$ cat config.mk
export PLATFORM = sky130hd
export DESIGN_NAME = peripheral_dsa_signature_r
export DESIGN_NICKNAME = d
export VERILOG_FILES = /design/src/rtl/peripheral_dsa_pkg.sv /design/src/rtl/peripheral_dsa_cond_sub.sv /design/src/rtl/peripheral_dsa_signature_r.sv
export SDC_FILE = /design/constraint.sdc
export NUM_CORES = 1
export LEC_CHECK = 0
export ABC_CLOCK_PERIOD_IN_PS = 4100
export BUFFER_PORTS_ARGS = -buffer_cell sky130_fd_sc_hd__buf_2
export CORE_UTILIZATION = 30
export CTS_CLUSTER_DIAMETER = 80
export DETAILED_ROUTE_END_ITERATION = 10
export PLACE_DENSITY = 0.49
export SLEW_MARGIN = 10
export SYNTH_ARGS = -nofsm -noshare
export SYNTH_HDL_FRONTEND = slang
export SYNTH_HIERARCHICAL = 1
export SYNTH_SLANG_ARGS = --single-unit
$ cat constraint.sdc
create_clock -name CLK -period 4.1 [get_ports CLK]
set_input_delay 0.41 -clock CLK [delete_from_list [all_inputs] [get_ports CLK]]
set_output_delay 0.41 -clock CLK [all_outputs]
set_load 0.02 [all_outputs]
$ cat src/rtl/peripheral_dsa_pkg.sv
// Shared constants and FSM encoding for the DSA signature datapath.
// Consumed by peripheral_dsa_signature_r and its reduction step.
package peripheral_dsa_pkg;

    localparam int DATA_SIZE = 32;
    localparam int CNT_W     = $clog2(DATA_SIZE);

    typedef enum logic [1:0] {
        IDLE   = 2'd0,
        REDUCE = 2'd1,
        DONE   = 2'd2
    } state_t;

endpackage

$ cat src/rtl/peripheral_dsa_cond_sub.sv
// One restoring-reduction step: shift in a bit of x,
// then subtract n when the shifted remainder reaches it.
module peripheral_dsa_cond_sub #(
    parameter int DATA_SIZE = peripheral_dsa_pkg::DATA_SIZE
) (
    input  logic [DATA_SIZE-1:0] rem_in,
    input  logic                 bit_in,
    input  logic [DATA_SIZE-1:0] modulus,
    output logic [DATA_SIZE:0]   rem_out
);

    logic [DATA_SIZE:0] t;
    logic [DATA_SIZE:0] n_ext;

    always_comb begin
        t       = {rem_in, bit_in};
        n_ext   = {1'b0, modulus};
        rem_out = (t >= n_ext) ? (t - n_ext) : t;
    end

endmodule

$ cat src/rtl/peripheral_dsa_signature_r.sv
// r = x mod n by bit-serial restoring reduction, flags r == 0 and n == 0.
// Build option: PERIPHERAL_DSA_SIGNATURE_R_FAST_EN bypasses reduction when x < n.
module peripheral_dsa_signature_r #(
    parameter int DATA_SIZE = peripheral_dsa_pkg::DATA_SIZE
) (
    input  logic                 CLK,
    input  logic                 RST,
    input  logic                 START,
    input  logic [DATA_SIZE-1:0] POINT_IN_X,
    input  logic [DATA_SIZE-1:0] POINT_IN_Y,
    input  logic [DATA_SIZE-1:0] MODULUS_N,
    output logic                 READY,
    output logic                 BUSY,
    output logic [DATA_SIZE-1:0] SIGNATURE_R,
    output logic [DATA_SIZE-1:0] POINT_OUT_Y,
    output logic                 R_ZERO,
    output logic                 ERROR
);

    import peripheral_dsa_pkg::*;

    localparam int CW = (DATA_SIZE > 1) ? $clog2(DATA_SIZE) : 1;

    state_t               state;
    logic [CW-1:0]        cnt;
    logic [DATA_SIZE-1:0] x_q;
    logic [DATA_SIZE-1:0] n_q;
    logic [DATA_SIZE-1:0] rem;
    logic [DATA_SIZE:0]   rem_nxt;

    // rem stays below n, so only the low DATA_SIZE bits need storage
    peripheral_dsa_cond_sub #(
        .DATA_SIZE(DATA_SIZE)
    ) u_step (
        .rem_in (rem),
        .bit_in (x_q[cnt]),
        .modulus(n_q),
        .rem_out(rem_nxt)
    );

    assign READY = (state == DONE);
    assign BUSY  = (state != IDLE);

    always_ff @(posedge CLK) begin
        if (RST) begin
            state       <= IDLE;
            cnt         <= '0;
            x_q         <= '0;
            n_q         <= '0;
            rem         <= '0;
            SIGNATURE_R <= '0;
            POINT_OUT_Y <= '0;
            R_ZERO      <= 1'b0;
            ERROR       <= 1'b0;
        end else begin
            unique case (state)
                IDLE: begin
                    if (START) begin
                        x_q         <= POINT_IN_X;
                        n_q         <= MODULUS_N;
                        POINT_OUT_Y <= POINT_IN_Y;
                        rem         <= '0;
                        SIGNATURE_R <= '0;
                        R_ZERO      <= 1'b0;
                        ERROR       <= 1'b0;
                        if (MODULUS_N == '0) begin
                            ERROR <= 1'b1;
                            state <= DONE;
                        end
`ifdef PERIPHERAL_DSA_SIGNATURE_R_FAST_EN
                        else if (POINT_IN_X < MODULUS_N) begin
                            rem         <= POINT_IN_X;
                            SIGNATURE_R <= POINT_IN_X;
                            R_ZERO      <= (POINT_IN_X == '0);
                            state       <= DONE;
                        end
`endif
                        else begin
                            cnt   <= CW'(DATA_SIZE - 1);
                            state <= REDUCE;
                        end
                    end
                end
                REDUCE: begin
                    rem <= rem_nxt[DATA_SIZE-1:0];
                    if (cnt == '0) begin
                        SIGNATURE_R <= rem_nxt[DATA_SIZE-1:0];
                        R_ZERO      <= (rem_nxt == '0);
                        state       <= DONE;
                    end else begin
                        cnt <= cnt - 1'b1;
                    end
                end
                DONE: begin
                    state <= IDLE;
                end
                default: begin
                    state <= IDLE;
                end
            endcase
        end
    end

endmodule

== Word level (Yosys, flattened, before mapping) ==
Index checks and enable logic that the tools add are counted.
Word-level totals
  flip-flop bits (word level): 169
  output and inout bits: 68
  logic and storage cells: 49
Operators by class
  add/sub/neg operators: 2
  $lt $le $gt $ge: 2
  equal/unequal tests: 6
  multiplexer cells: 19
  reductions and logical operators: 11
Operators by type and width (count)
  case mux 32 bit (2 select lines): 2
  2-to-1 mux 32 bit: 2
  greater-or-equal comparator 33 x 32 -> 1 bit: 1
  logical NOT 33 bit: 1
  2-to-1 mux 33 bit: 1
  subtractor 33 x 32 -> 33 bit: 1
  logical NOT 32 bit: 1
  2-to-1 mux 5 bit: 3
  case mux 5 bit (2 select lines): 1
  != test 2 bit, second input constant: 4
  < comparator 5 x 6 -> 1 bit, second input constant: 1
  2-to-1 mux 2 bit: 3
  AND reduction 2 bit: 3
  binary-select mux 1 bit (select 5 bit): 1
  logical NOT 5 bit: 1
  subtractor 5 x 1 -> 5 bit, second input constant: 1
  2-to-1 mux 1 bit: 4
  case mux 2 bit (2 select lines): 1
  AND reduction 4 bit: 1
  nonzero test 2 bit: 2
  AND reduction 3 bit: 1
  equality test 2 x 1 -> 1 bit, second input constant: 1
  equality test 2 bit, second input constant: 1
  logical NOT 2 bit: 1
  case mux 1 bit (2 select lines): 1

== Longest topological paths before layout ==
Gate-level depths: netlist of the first run.
  depth in word-level cells: 7
  mapped depth: 22
  gate-level depth less buffers: 20

== Hierarchy ==
Netlist of the first run, hierarchy kept.
Modules (own cells, without submodules)
  peripheral_dsa_signature_r: instances 1, cells an instance 779, area each 6516.2 um^2, sequential area each 3383.2 um^2
  peripheral_dsa_cond_sub: instances 1, cells an instance 331, area each 2521.2 um^2, sequential area each 0.0 um^2

== Least setup slack after synthesis of the first run ==
No wires, ideal clock.
  path type: reg-to-reg
  from: register cnt[1]
  to: register R_ZERO
  arrival: 4.102 ns
  slack: -0.103 ns
  stages on the path, launching flop included: 23
  clock period less this slack: 4.203 ns
  cells stage by stage: dfxtp_1 -> buf_2 -> buf_4 -> mux2i_1 -> nand3_1 -> nand4_1 -> nand4_1 -> inv_1 -> ha_1 -> inv_1 -> fa_1 -> a21o_1 -> nand3_1 -> a21oi_1 -> o21ai_1 -> a221oi_1 -> o41ai_2 -> o21ai_0 -> xor2_1 -> mux2_4 -> nor4_1 -> nand4_1 -> o41ai_1
Between the ends
  word-level cells in the longest chain between the ends: 7
Ends and longest elaborated chain
  start: declaration: RTL line peripheral_dsa_signature_r.sv:25  | logic [CW-1:0] cnt;
  start signal: assignment: RTL line peripheral_dsa_signature_r.sv:79  | cnt <= CW'(DATA_SIZE - 1);
  start signal: assignment: RTL line peripheral_dsa_signature_r.sv:91  | cnt <= cnt - 1'b1;
  binary-select mux 1 bit (select 5 bit) (*): RTL line peripheral_dsa_signature_r.sv:36  | .bit_in (x_q[cnt]),
  2-to-1 mux 1 bit (implied by the code) (*): RTL line peripheral_dsa_signature_r.sv:36
  subtractor 33 x 32 -> 33 bit / greater-or-equal comparator 33 x 32 -> 1 bit (equally long branches): RTL line peripheral_dsa_cond_sub.sv:18  | rem_out = (t >= n_ext) ? (t - n_ext) : t;
  2-to-1 mux 33 bit (*): RTL line peripheral_dsa_cond_sub.sv:18
  net rem_nxt[26]: RTL line peripheral_dsa_signature_r.sv:29  | logic [DATA_SIZE:0] rem_nxt;
  logical NOT 33 bit (*): RTL line peripheral_dsa_signature_r.sv:88  | R_ZERO <= (rem_nxt == '0);
  2-to-1 mux 1 bit (*): RTL line peripheral_dsa_signature_r.sv:86  | if (cnt == '0) begin
  case mux 1 bit (2 select lines) (*): RTL line peripheral_dsa_signature_r.sv:56  | unique case (state)
  end signal: assignment: RTL line peripheral_dsa_signature_r.sv:88
  end: declaration: RTL line peripheral_dsa_signature_r.sv:16  | output logic R_ZERO,
Mark *: on every way through the listed nets, which the timed path passes. The rest lies on a longest branch. The select of a mux whose other input is x is not followed.
A chain may end at the register's enable or synchronous reset.

== Final worst setup path of the first run ==
Ends and elaborated chain as after synthesis.

==> impl_summary.md, run 1 <==
Timing
The worst clock skew is roughly 0.015 ns. The fraction of the cycle the final worst path needs is 104%. Counting I/O delays and the setup requirement, the final critical path takes about 4.2 ns. Summed over all failing endpoints, the final setup total negative slack is -0.178 ns. The count of final hold-check violations came to 0. The tightest slew margin relative to the limit is 28.3%. The measured slew at the worst slew-check pin is 1.08 ns. Setup repair after global routing could not meet its margin everywhere. The max-slew violation total from the final report is 0.

The final setup slack of the worst path is -0.150 ns. Setup violations remaining at the end of the flow were counted as 2. The fmax is ~240 MHz.

Pwr
Per report_power, the combinational group accounts for about three fifths of the total. Net switching is about two fifths of the power. The total power is 0.00890 W. Power spread over the standard cell area amounts to 762 nW/um^2. The part of the power in the clock network is between 10% and 20%.

The internal cell power is 0.00549 W. The leakage component of the power is 4.89 nW. The analysis attributes to net switching a power of 0.00341 W. The worst supply voltage drop on vdd is 0.457 mV. Of the total power, registers draw 21.4%.

GRT
Global routing finished with a remaining overflow of 0. The number of antenna violations at the first check in global routing was 0. The global-route wire length before repair is around 42 mm. The total routing resource utilization after global routing is between 15 and 20%. The number of global-route vias before repair is 7,827. Entering global routing, the biggest net connects 99 pins.

Floorplan
The starting utilization of the core area is 30.5%. 167 I/O pins were placed. The core region area is 29,600 sq um. The die covers ~31,000 sq um. The die is 176 microns tall.

The die is 176 microns wide. The floorplan row count is 63.

Synthesis
The unique cell type count in the Yosys netlist is 71. Counting every net in the synthesized netlist gives 1,243. In the synthesized netlist the async set-or-reset flop fraction comes to 0%. Among all flip-flop cells after synthesis, the most frequent one is sky130_fd_sc_hd__dfxtp_1.

In this run, synthesis produced a sequential element count of 169. For this run, the number of Yosys warnings is 6. Synthesis produced 1,110 cells. The netlist area before placement is 9040 sq um. The share of the Yosys chip area taken by registers is 37.4%. The post-synthesis average cell area is 8.14 sq um. Yosys mapped a number of flops with a built-in enable equal to 0.

CTS
The level count of the clock H-tree is 4. CTS saw 169 sinks. The later pin in the worst-skew pair is clocked with a latency of ~0.45 ns. Counting the buffers created by CTS gives 17. The maximum number of buffers from clock root to sink is 2. The buffer cell driving the clock tree root is sky130_fd_sc_hd__clkbuf_16. The number of hold buffers added after CTS was 0. TritonCTS built the clock tree. After clock tree synthesis, the clock-pin slew on the worst setup and hold paths is 0.07 ns.

Route
The routed via count is between 8,000 and 9,000. In this run the remaining antenna-violating nets after routing total 0. The detailed-route DRC error count is 0. The sum of routed wire length over all layers is 26.4 mm. Dividing the detail-routed via count by the number of cells gives just under 5.

The post-route met1 wirelength is 13.3 mm. The routed length per placed instance is between 15 and 20 microns. The initial detailed-routing violation count is 520. The highest metal layer used by the detailed router is met4. After detailed routing, the met3 layer carries 889 microns of wire.

The routed wire length on met2 is 11.9 mm. The number of detailed-routing iterations run before antenna repair is 5.

Critical path
The critical path crosses 22 cells after its start point. The startpoint-to-endpoint class of the critical path is flip-flop to flip-flop. STA classifies the critical path endpoint as a flip-flop. The slowest cell on the critical path is sky130_fd_sc_hd__dfxtp_4.

The length in cells of the worst reg-to-reg path is 22. The longest individual stage delay on the worst path is approximately 0.38 ns. By instance count, the cell type seen most on the critical path is sky130_fd_sc_hd__buf_12. The startpoint class of the critical path is a flip-flop. The critical path data arrival time is 4.60 ns. At the worst endpoint, the required time is 4.45 ns. Counting both buffers and inverters, the worst setup path holds a total of 5. The critical path goes through buf_12 > mux2i_2 > a311oi_2 > nand3_2 > nand4_1 > inv_2 > ha_4 > nor2b_1 > o21ai_1 > o211a_1 > o211ai_4 > o21ai_2 > nand4_2 > a31oi_4 > o41ai_4 > buf_6 > buf_12 > buf_12 > mux2_4 > nor4_4 > nand3_2 > o41ai_2. The critical path's top delay family is compound AO/OA/AOI/OAI gates. The highest net fanout along the worst path is 7.

Placed design
The global placer's final weighted congestion is approximately 0.83. Detailed placement ended at an HPWL of 18.6 mm. Port buffering added 166 buffers.

Hold path
The tightest min-delay check is of the input port to flip-flop type. Along the worst hold path, the cell count comes to 3.

Status
The checks that failed: setup timing. The run finished, with violations left.

Finish
In the final layout, the share of cells above drive strength 1 is 30.7%. The final-stage net count is 1,441. Relative to the synthesized area, the layout overhead comes to 29.3%. The layout filler cell count is 3,149.

The count of inserted antenna diode cells is 0.

Job
The number of max-cap violations is 0.
[worst paths after layout]
path,start,end,slack [ns]
setup / recovery,cnt[1],R_ZERO,-0.15
hold / removal,POINT_IN_Y[29],POINT_OUT_Y[29],0.19
setup reg to reg,cnt[1],R_ZERO,-0.15
hold reg to reg,SIGNATURE_R[8],SIGNATURE_R[8],0.45
[metrics by stage]
step | worst slack (ns) | cells | hold slack (ns) | util (%) | instance area (sq um)
after CTS | -0.308 | 1703 | 0.167 | 38.4 | 11400
after global routing | -0.346 | 1711 | 0.177 | 39.4 | 11700
after global placement | -0.406 | 1662 | 0.439 | 35.5 | 10500
after detailed placement | -0.559 | 1662 | 0.442 | 35.5 | 10500
final | -0.150 | 1711 | 0.191 | 39.4 | 11700
after floorplan | 0.0183 | 1110 | 0.436 | - | 9050
[cell usage in the layout, fill, tap and decap left out, drive strengths merged, types with 3 or more instances in the layout]
master    count
a211oi        5
a21o         12
a21oi       170
a221oi        4
a22oi        36
a31oi         7
buf         252
clkbuf       20
clkinvlp      3
dfxtp       169
ha           33
inv          54
mux2         30
mux2i        17
nand2       252
nand3        49
nand3b        4
nand4        11
nor2         61
nor2b         8
nor3         14
nor4         17
o211a         3
o211ai        3
o21ai        22
o21bai        3
o41ai         3
or3           6
xnor2        22
xor2          5
[kinds of logic after synthesis]
family	Yosys count	share of synthesized area, %
muxes	47	6.74
AOI/OAI and AO/OA	282	19.8
xor gates and xnor gates	27	2.62
DFF	169	37.4
buffers and inverters	120	6.69
adders and majority gates	34	4.79
and+or+nand+nor	431	21.9
[cells in the mapped netlist (5+ instances only)]
cell type	count	area [sq um]
sky130_fd_sc_hd__o21ai_0	18	90.1
sky130_fd_sc_hd__xnor2_1	22	193
sky130_fd_sc_hd__nor2b_1	8	50.1
sky130_fd_sc_hd__nor3_1	12	60.1
sky130_fd_sc_hd__a21oi_1	166	831
sky130_fd_sc_hd__inv_1	46	173
sky130_fd_sc_hd__mux2i_1	17	170
sky130_fd_sc_hd__clkbuf_1	31	116
sky130_fd_sc_hd__nor4_1	17	106
sky130_fd_sc_hd__nand3_2	19	190
sky130_fd_sc_hd__nand3_1	30	150
sky130_fd_sc_hd__a21o_1	11	82.6
sky130_fd_sc_hd__buf_6	11	124
sky130_fd_sc_hd__nand4_1	10	62.6
sky130_fd_sc_hd__buf_2	19	95.1
sky130_fd_sc_hd__ha_1	33	413
sky130_fd_sc_hd__or3_1	5	31.3
sky130_fd_sc_hd__xor2_1	5	43.8
sky130_fd_sc_hd__a31oi_1	5	31.3
sky130_fd_sc_hd__mux2_4	27	405
sky130_fd_sc_hd__dfxtp_1	169	3380
sky130_fd_sc_hd__a22oi_1	36	270
sky130_fd_sc_hd__nand2_1	251	942
sky130_fd_sc_hd__a211oi_1	5	37.5
sky130_fd_sc_hd__buf_4	9	67.6
sky130_fd_sc_hd__nor2_1	61	229
[state kept, by name, summed over array words and instances, names as in the netlist]
register	count
POINT_OUT_Y	32
SIGNATURE_R	32
n_q	32
rem	32
x_q	32
cnt	5
state	2
ERROR	1
R_ZERO	1
[area by class of cell]
type | count | area, sq um | area share (%)
clock buffers | 19 | 433 | 3.70
well taps | 390 | 488 | 4.18
flip-flops and latches | 169 | 3390 | 29.0
clock inverters | 13 | 133 | 1.13
inverters | 46 | 173 | 1.48
repair buffers | 253 | 1640 | 14.0
multi-input cells | 821 | 5430 | 46.5
[layer usage]
| layer | track usage (%) | up-vias |
|---|---|---|
| met5 | 0 | - |
| met4 | 5.14 | 0 |
| met3 | 2.88 | 22 |
| met2 | 26.5 | 160 |
| met1 | 24.3 | 3875 |
| li1 | - | 4235 |
[power groups by stage]
| stage | combinational (W) | sequential [W] | clock, W |
|---|---|---|---|
| 5_1_grt | 0.00578 | 0.00193 | 0.00172 |
| 6_report | 0.00538 | 0.00190 | 0.00161 |
| 2_1_floorplan | 0.00279 | 0.00196 | 0 |
| 4_1_cts | 0.00493 | 0.00190 | 0.00166 |
| 3_5_place_dp | 0.00431 | 0.00193 | 0 |
| 3_3_place_gp | 0.00431 | 0.00193 | 0 |
[tightest hold or removal path, stage by stage]
cell	delay (ns)
sky130_fd_sc_hd__buf_2	0.09
sky130_fd_sc_hd__nand2_1	0.04
sky130_fd_sc_hd__a21oi_1	0.05
[timing repair]
action / CTS / global route
endpoints found under the hold margin: 0 / 0
endpoints found under the setup margin: 21 / 64
gates cloned: 2 / 1
pin swaps: 23 / 39
setup buffers: 7 / 11
resized for setup: 33 / 47
No activity file was read; power rests on OpenSTA's default activity.
==> run 2, diff against run 1 <==
==> constraint.sdc (replaced) <==
create_clock -name CLK -period 4.1 [get_ports CLK]
set_input_delay 0 -clock CLK [delete_from_list [all_inputs] [get_ports CLK]]
set_output_delay 0 -clock CLK [all_outputs]
set_load 0.02 [all_outputs]
==> impl_summary.md, run 2 (synthesis results as in run 1) <==
Status
The flow ran to the end, but the final reports show violations. The final reports fail on setup timing.

Hold path
The worst hold-check path type is input port to flip-flop. In this run the most critical hold path is launched from RST.

Floorplan
The die outline area is 30,800 sq um (unchanged). The floorplan row count is 63 (unchanged). The top-level port count is 167 (unchanged).

The die boundary height came to 176 microns (unchanged). The starting utilization of the core area came to 30.5% (unchanged). The core region area was 29,600 sq um (unchanged). The die extent in x is 176 microns (unchanged).

Pwr
The leakage component of the power came to 5.33 nW (+8.9%). The power per cell area is 712 nW/um^2 (-6.4%). The worst supply voltage drop on vdd is 0.375 mV (-18%).

Route
The detailed-route DRC error count is 0 (unchanged). The sum of routed wire length over all layers is 27.5 mm (+4.2%). The number of vias per cell is 4.82 (-0.49%).

The number of detailed-routing iterations run before antenna repair came to 4 (-1). The final antenna-violating net count is 0 (unchanged). The routed length per placed instance is 15.2 microns (-1.5%). The routed via count is 8,729 (+5.3%).

The initial detailed-routing violation count is 373 (-28%).

Placed design
The instance count after placement with tap cells included is 1,658 (-0.24%). The pre-CTS worst setup slack was -0.624 ns (-0.0654 ns). The global placer's final weighted congestion was 0.836 (+1.1%). The detailed placer's ending HPWL is 18.6 mm (+0.16%).

The total placed instance area is 10,500 sq um (-0.29%). The quantity of I/O buffers inserted on ports is 166 (unchanged).

Timing
Setup repair after global routing could not meet its margin everywhere. The max-slew violation total from the final report was 0 (unchanged). The final setup slack of the worst path is -0.205 ns (-0.0554 ns). The worst clock skew is 0.0143 ns (-0.000427 ns). The fmax is 232 MHz (-1.3%). The count of final hold-check violations was 0 (unchanged).

The fraction of the cycle the final worst path needs is 105% (+1.4 points). The total setup violations reported at the end of the flow is 2 (unchanged). The measured slew at the worst slew-check pin is 1.23 ns (+0.151 ns). The minimum clock period is 4.31 ns (+0.0553 ns). The worst hold margin was 0.116 ns (-0.0747 ns). The tightest slew margin relative to the limit was 18.0% (-10 points).

CTS
The level count of the clock H-tree is 4 (unchanged). The clock insertion delay at the later pin of the skew report is 0.44 ns (about the same). TritonCTS built the clock tree.

The clock sink total was 169 (unchanged). The maximum number of buffers from clock root to sink came to 2 (unchanged). The buffer cell driving the clock tree root is sky130_fd_sc_hd__clkbuf_16. The number of CTS-inserted buffers was 17 (unchanged). The clock-pin slew reported for the worst setup and hold paths after clock tree synthesis is 0.08 ns (about the same).

Finish
The share of the core filled with cells was 43.2% (+3.7 points). The final cell area excluding filler cells is 12,800 sq um (+9.5%). The share of layout cells above drive strength 1 is 29.9% (-0.80 points). In the layout the commonest cells are sky130_fd_sc_hd__nand2_1 (250), sky130_fd_sc_hd__dfxtp_1 (168), sky130_fd_sc_hd__buf_2 (165). The count of inserted antenna diode cells was 0 (unchanged). The post-layout instance count excluding filler cells is 1,810 (+5.8%). Relative to the synthesized area, the layout overhead comes to 41.5%. The library cell used most frequently in the layout, excluding fill and tap cells, is sky130_fd_sc_hd__nand2_1. The final-stage net count is 1,540 (+6.9%).

Critical path
The highest net fanout along the worst path is 6 (-1). The data required time of the worst path came to 4.45 ns (about the same). Counting stages on the worst path, the most repeated cell is sky130_fd_sc_hd__nand4_1. The signal on the critical path passes through bufbuf_16 > mux2i_1 > a22oi_1 > nand4_1 > nand4_1 > inv_2 > ha_4 > nor2b_1 > o21ai_1 > o211a_1 > o211ai_4 > o21ai_2 > nand4_2 > a31oi_4 > o41ai_4 > buf_6 > buf_12 > buf_8 > mux2_4 > nor4_4 > nand3_2 > o41ai_2. The capturing element type of the critical path is a flip-flop.

The longest individual stage delay on the worst path is 0.36 ns (-0.02 ns). The startpoint-to-endpoint class of the critical path is flip-flop to flip-flop. The slowest cell on the critical path is sky130_fd_sc_hd__dfxtp_4. The cell family contributing the most delay on the critical path is compound AO/OA/AOI/OAI gates. The worst path buffer plus inverter count is 5 (unchanged). The startpoint class of the critical path is a flip-flop.

The critical path data arrival time is 4.65 ns (+0.05 ns). The critical path starts at cnt[1]. The critical register-to-register path startpoint is cnt[1].

GRT
The number of global-route vias before repair was 8,295 (+6.0%). The met1 track demand over resource is 24.5% (+0.17 points). The global-route met3 utilization is 2.62% (-0.26 points). The number of antenna violations at the first check in global routing is 0 (unchanged). The maximum number of pins on one net before global-route repair is 99 (unchanged). The global-route wire length before repair came to 43.5 mm (+3.4%). In this run the most used layer during global routing was met2. The aggregate global routing overflow is 0 (unchanged).

The total routing resource utilization after global routing is 17.6% (+0.41 points). The fraction of met2 tracks used by global routing came to 28.1% (+1.6 points).

Job
The number of max-cap violations is 0 (unchanged).
[run 2: per-stage QoR]
stage          power, W  setup TNS [ns]
5_1_grt         0.00964           -2.10
3_5_place_dp    0.00619           -1.55
3_3_place_gp    0.00619          -0.635
2_1_floorplan   0.00476               0
4_1_cts         0.00878           -1.29
6_report        0.00911          -0.238
[run 2: repair_timing]
action | in CTS | in global routing
buffers inserted | 15 | 9
setup endpoints to repair | 24 | 65
hold endpoints to repair | 96 | 0
hold buffers | 96 | 0
pin swaps | 19 | 34
gates resized for setup | 35 | 75
cloned | 3 | 0
[run 2: cell type report]
| type | count | area (sq um) |
|---|---|---|
| Inverter | 46 | 173 |
| Tap cell | 390 | 488 |
| Multi-Input combinational cell | 821 | 5480 |
| Clock inverter | 14 | 129 |
| Fill cell | 3049 | 16800 |
| Sequential cell | 169 | 3390 |
| Clock buffer | 18 | 439 |
| Timing Repair Buffer | 352 | 2700 |
[run 2: worst register-to-register path: cells and delay by family (launching register included)]
kind                     cells  cell delay, ns
adder cells (fa/ha/maj)      1            0.16
AND/OR/NAND/NOR              6            0.94
AO/OA/AOI/OAI                8            1.55
flip-flops                   1            0.36
buffers and inverters        5            0.77
multiplexers                 2            0.44
[run 2: routing by layer]
layer  wire (microns)  up-vias
met5                0        -
met4              279        0
met3              817       15
met2            12700      153
met1            13700     4121
li1                 -     4440
[run 2: where the power goes]
| part | leakage (nW) | internal [W] | switching, W |
|---|---|---|---|
| Combinational | 3.67 | 0.00302 | 0.00260 |
| Sequential | 1.38 | 0.00179 | 0.000111 |
| Clock | 0.277 | 0.000820 | 0.000774 |
| Total | 5.33 | 0.00563 | 0.00348 |
[run 2: path summary, 6_finish.rpt]
check	to	slack, ns	depth (start not counted)
max	R_ZERO	-0.21	22
min	POINT_OUT_Y[3]	0.12	2
max reg2reg	R_ZERO	-0.21	22
min reg2reg	SIGNATURE_R[18]	0.45	2
==> run 3, diff against run 2 <==
CORE_UTILIZATION = 51   (was 30)
MAX_ROUTING_LAYER = met4   (was not set)
PLACE_DENSITY = 0.76   (was 0.49)
==> impl_summary.md, run 3 (synthesis results as in run 1) <==
Status
The run finished, with violations left. The final reports fail on setup timing.

Critical path
The worst setup path is launched from a flip-flop. The critical register-to-register path startpoint is cnt[1]. The length in cells of the worst reg-to-reg path is 22 (unchanged). The critical path in this run is classified as flip-flop to flip-flop. The slowest stage of the critical path is the sky130_fd_sc_hd__dfxtp_4 cell. The critical path data arrival time is 4.71 ns (+0.06 ns).

The launch point of the critical path is cnt[1]. The longest individual stage delay on the worst path is 0.38 ns (+0.02 ns). The cell count along the critical path was 22 (unchanged). The cell type with the highest occurrence count on the critical path is sky130_fd_sc_hd__buf_12. The data required time of the worst path is 4.45 ns (about the same).

The worst-case register-to-register setup slack is -0.26 ns (-0.05 ns). The worst setup path is captured at a flip-flop. The highest net fanout along the worst path is 7 (+1). The critical path's top delay family is compound AO/OA/AOI/OAI gates. Traced cell by cell, the critical path runs through buf_12 > mux2i_4 > a311oi_2 > nand3_1 > nand4_1 > inv_2 > ha_4 > nor2b_1 > o21ai_1 > o211a_1 > o211ai_4 > o21ai_2 > nand4_2 > a31oi_4 > o41ai_4 > buf_4 > buf_12 > buf_12 > mux2_4 > nor4_4 > nand3_2 > o41ai_2. The worst path buffer plus inverter count is 5 (unchanged).

Timing
The total setup violations reported at the end of the flow came to 1 (-1). The minimum clock period was 4.36 ns (+0.0532 ns). The fmax is 229 MHz (-1.2%). The worst clock skew is 0.00986 ns (-0.00448 ns). The setup TNS was -0.258 ns (-0.0205 ns). The max-slew violation total from the final report was 0 (unchanged). The measured slew at the worst slew-check pin is 1.20 ns (-0.0236 ns). The count of final hold-check violations is 0 (unchanged). The final setup slack of the worst path is -0.258 ns (-0.0532 ns). The fraction of the cycle the final worst path needs came to 106% (+1.3 points). The tightest slew margin relative to the limit is 19.8% (+1.8 points). Setup repair after global routing could not meet its margin everywhere.

Finish
Compared with the post-synthesis result, the final layout area differs by 38.2%. The sequential cell area came to 3390 sq um (about the same). The final-stage net count is 1,538 (-0.13%). The share of layout cells above drive strength 1 is 28.7% (-1.3 points).

Leaving out fill and tap cells, the most frequent cells in the layout are sky130_fd_sc_hd__nand2_1 (250), sky130_fd_sc_hd__dfxtp_1 (167), sky130_fd_sc_hd__buf_2 (165). The count of inserted antenna diode cells came to 0 (unchanged). The area used by multi-input combinational logic came to 5400 sq um (-1.4%). The post-layout instance count excluding filler cells came to 1,642 (-9.3%). The leading cell type in the layout, fill and taps excluded is sky130_fd_sc_hd__nand2_1.

The layout filler cell count came to 1,234 (-60%). The share of the core filled with cells was 72.2% (+29 points).

Pwr
The switching power was 0.00340 W (-2.3%). The power share of the combinational group is 60.8% (-0.8 points). The worst supply voltage drop on vdd is 0.536 mV (+43%). The internal cell power is 0.00573 W (+1.8%). The power per cell area is 731 nW/um^2 (+2.6%). The part of the power in the clock network is 18.3% (+0.8 points). The leakage component of the power is 5.31 nW (-0.25%). The part of the total power dissipated in sequential elements is 21.0% (about the same). The total power was 0.00913 W (+0.20%). The share of total power consumed by net switching is 37.3% (-0.97 points).

Job
The number of max-cap violations is 0 (unchanged).

Floorplan
The starting utilization of the core area came to 52.2% (+22 points). The core region area is 17,300 sq um (-42%). The die boundary height is 135 microns (-23%). The floorplan row count is 48 (-24%). The die extent in x was 135 microns (-23%). The die outline area is 18,300 sq um (-41%). The top-level port count is 167 (unchanged).

GRT
The total routing resource utilization after global routing is 28.9% (+11 points). The maximum number of pins on one net before global-route repair came to 109 (+10%). The number of global-route vias before repair came to 8,615 (+3.9%). The aggregate global routing overflow is 0 (unchanged). The number of antenna violations at the first check in global routing was 0 (unchanged).

The global-route wire length before repair is 41.1 mm (-5.5%).

CTS
The level count of the clock H-tree came to 4 (unchanged). The maximum number of buffers from clock root to sink was 2 (unchanged). The buffer cell driving the clock tree root is sky130_fd_sc_hd__clkbuf_16.

The number of CTS-inserted buffers is 17 (unchanged). The clock insertion delay at the later pin of the skew report came to 0.44 ns (about the same). The clock-pin slew reported for the worst setup and hold paths after clock tree synthesis is 0.07 ns (about the same).

The clock tree from TritonCTS is built. The clock sink total was 169 (unchanged).

Route
The routed length per placed instance came to 16.2 microns (+6.8%). The sum of routed wire length over all layers is 26.7 mm (-3.1%). The routed via count is 9,205 (+5.5%).

The number of detailed-routing iterations run before antenna repair came to 6 (+2). The final antenna-violating net count is 0 (unchanged). The number of vias per cell is 5.61 (+16%). The detailed-route DRC error count is 0 (unchanged).

The initial detailed-routing violation count is 617 (+65%).

Placed design
The global placer's final weighted congestion came to 0.923 (+10%). The quantity of I/O buffers inserted on ports is 166 (unchanged). The instance count after placement with tap cells included was 1,488 (-10%).

The detailed placer's ending HPWL was 16.2 mm (-13%).

Hold path
The worst hold-check path type is input port to flip-flop. The start point of the worst min-delay path is RST. The instance count along the most critical hold path is 2 (unchanged).
run 3: metal layers:
layer	part of all wire [%]	GRT usage, %	vias to the layer above	routed length [microns]
met5	0	-	-	0
met3	5.7	4.99	81	1510
met4	3.2	13.2	0	845
met2	48	45.8	369	12800
li1	-	-	4428	-
met1	43	35.9	4327	11500
run 3: cell type report:
class                   instances  area share, %
clock buffers                  22           3.72
clock inverters                 9           1.10
inverters                      46           1.38
multi-input cells             821           43.3
flip-flops and latches        169           27.1
well taps                     225           2.25
repair buffers                350           21.2
run 3: metrics by stage:
step                      area, sq um  setup slack [ns]  hold WS [ns]
after global placement          10200            -0.266         0.240
after CTS                       12100            -0.124         0.235
after floorplan                  9050            0.0183         0.136
final                           12500            -0.258         0.230
after detailed placement        10200            -0.386         0.243
after global routing            12500            -0.431         0.295
run 3: what timing repair did:
action                     CTS  global route
setup endpoints to repair    8            41
pin swaps                   22            29
buffers inserted             9            19
hold buffers                96             0
hold endpoints to repair    96             0
gates cloned                 2             1
resized for setup           32            53
run 3: final timing paths:
kind                                         to
worst max register to register           R_ZERO
worst min register to register   SIGNATURE_R[8]
worst max-delay path                     R_ZERO
worst min-delay path            POINT_OUT_Y[21]
run 3: worst register-to-register path, delay by kind of cell, from the launching register on:
family | cells | cell delay (ns)
compound gates | 8 | 1.59
buf+inv | 5 | 0.66
flops | 1 | 0.38
simple gates | 6 | 0.96
fa+ha+maj | 1 | 0.16
mux | 2 | 0.50
run 3: power by group through the flow:
stage          sequential (W)  clock (W)  combinational, W
6_report              0.00191    0.00167           0.00555
5_1_grt               0.00193    0.00175           0.00585
4_1_cts               0.00190    0.00169           0.00469
3_5_place_dp          0.00193          0           0.00408
3_3_place_gp          0.00193          0           0.00402
2_1_floorplan         0.00196          0           0.00279
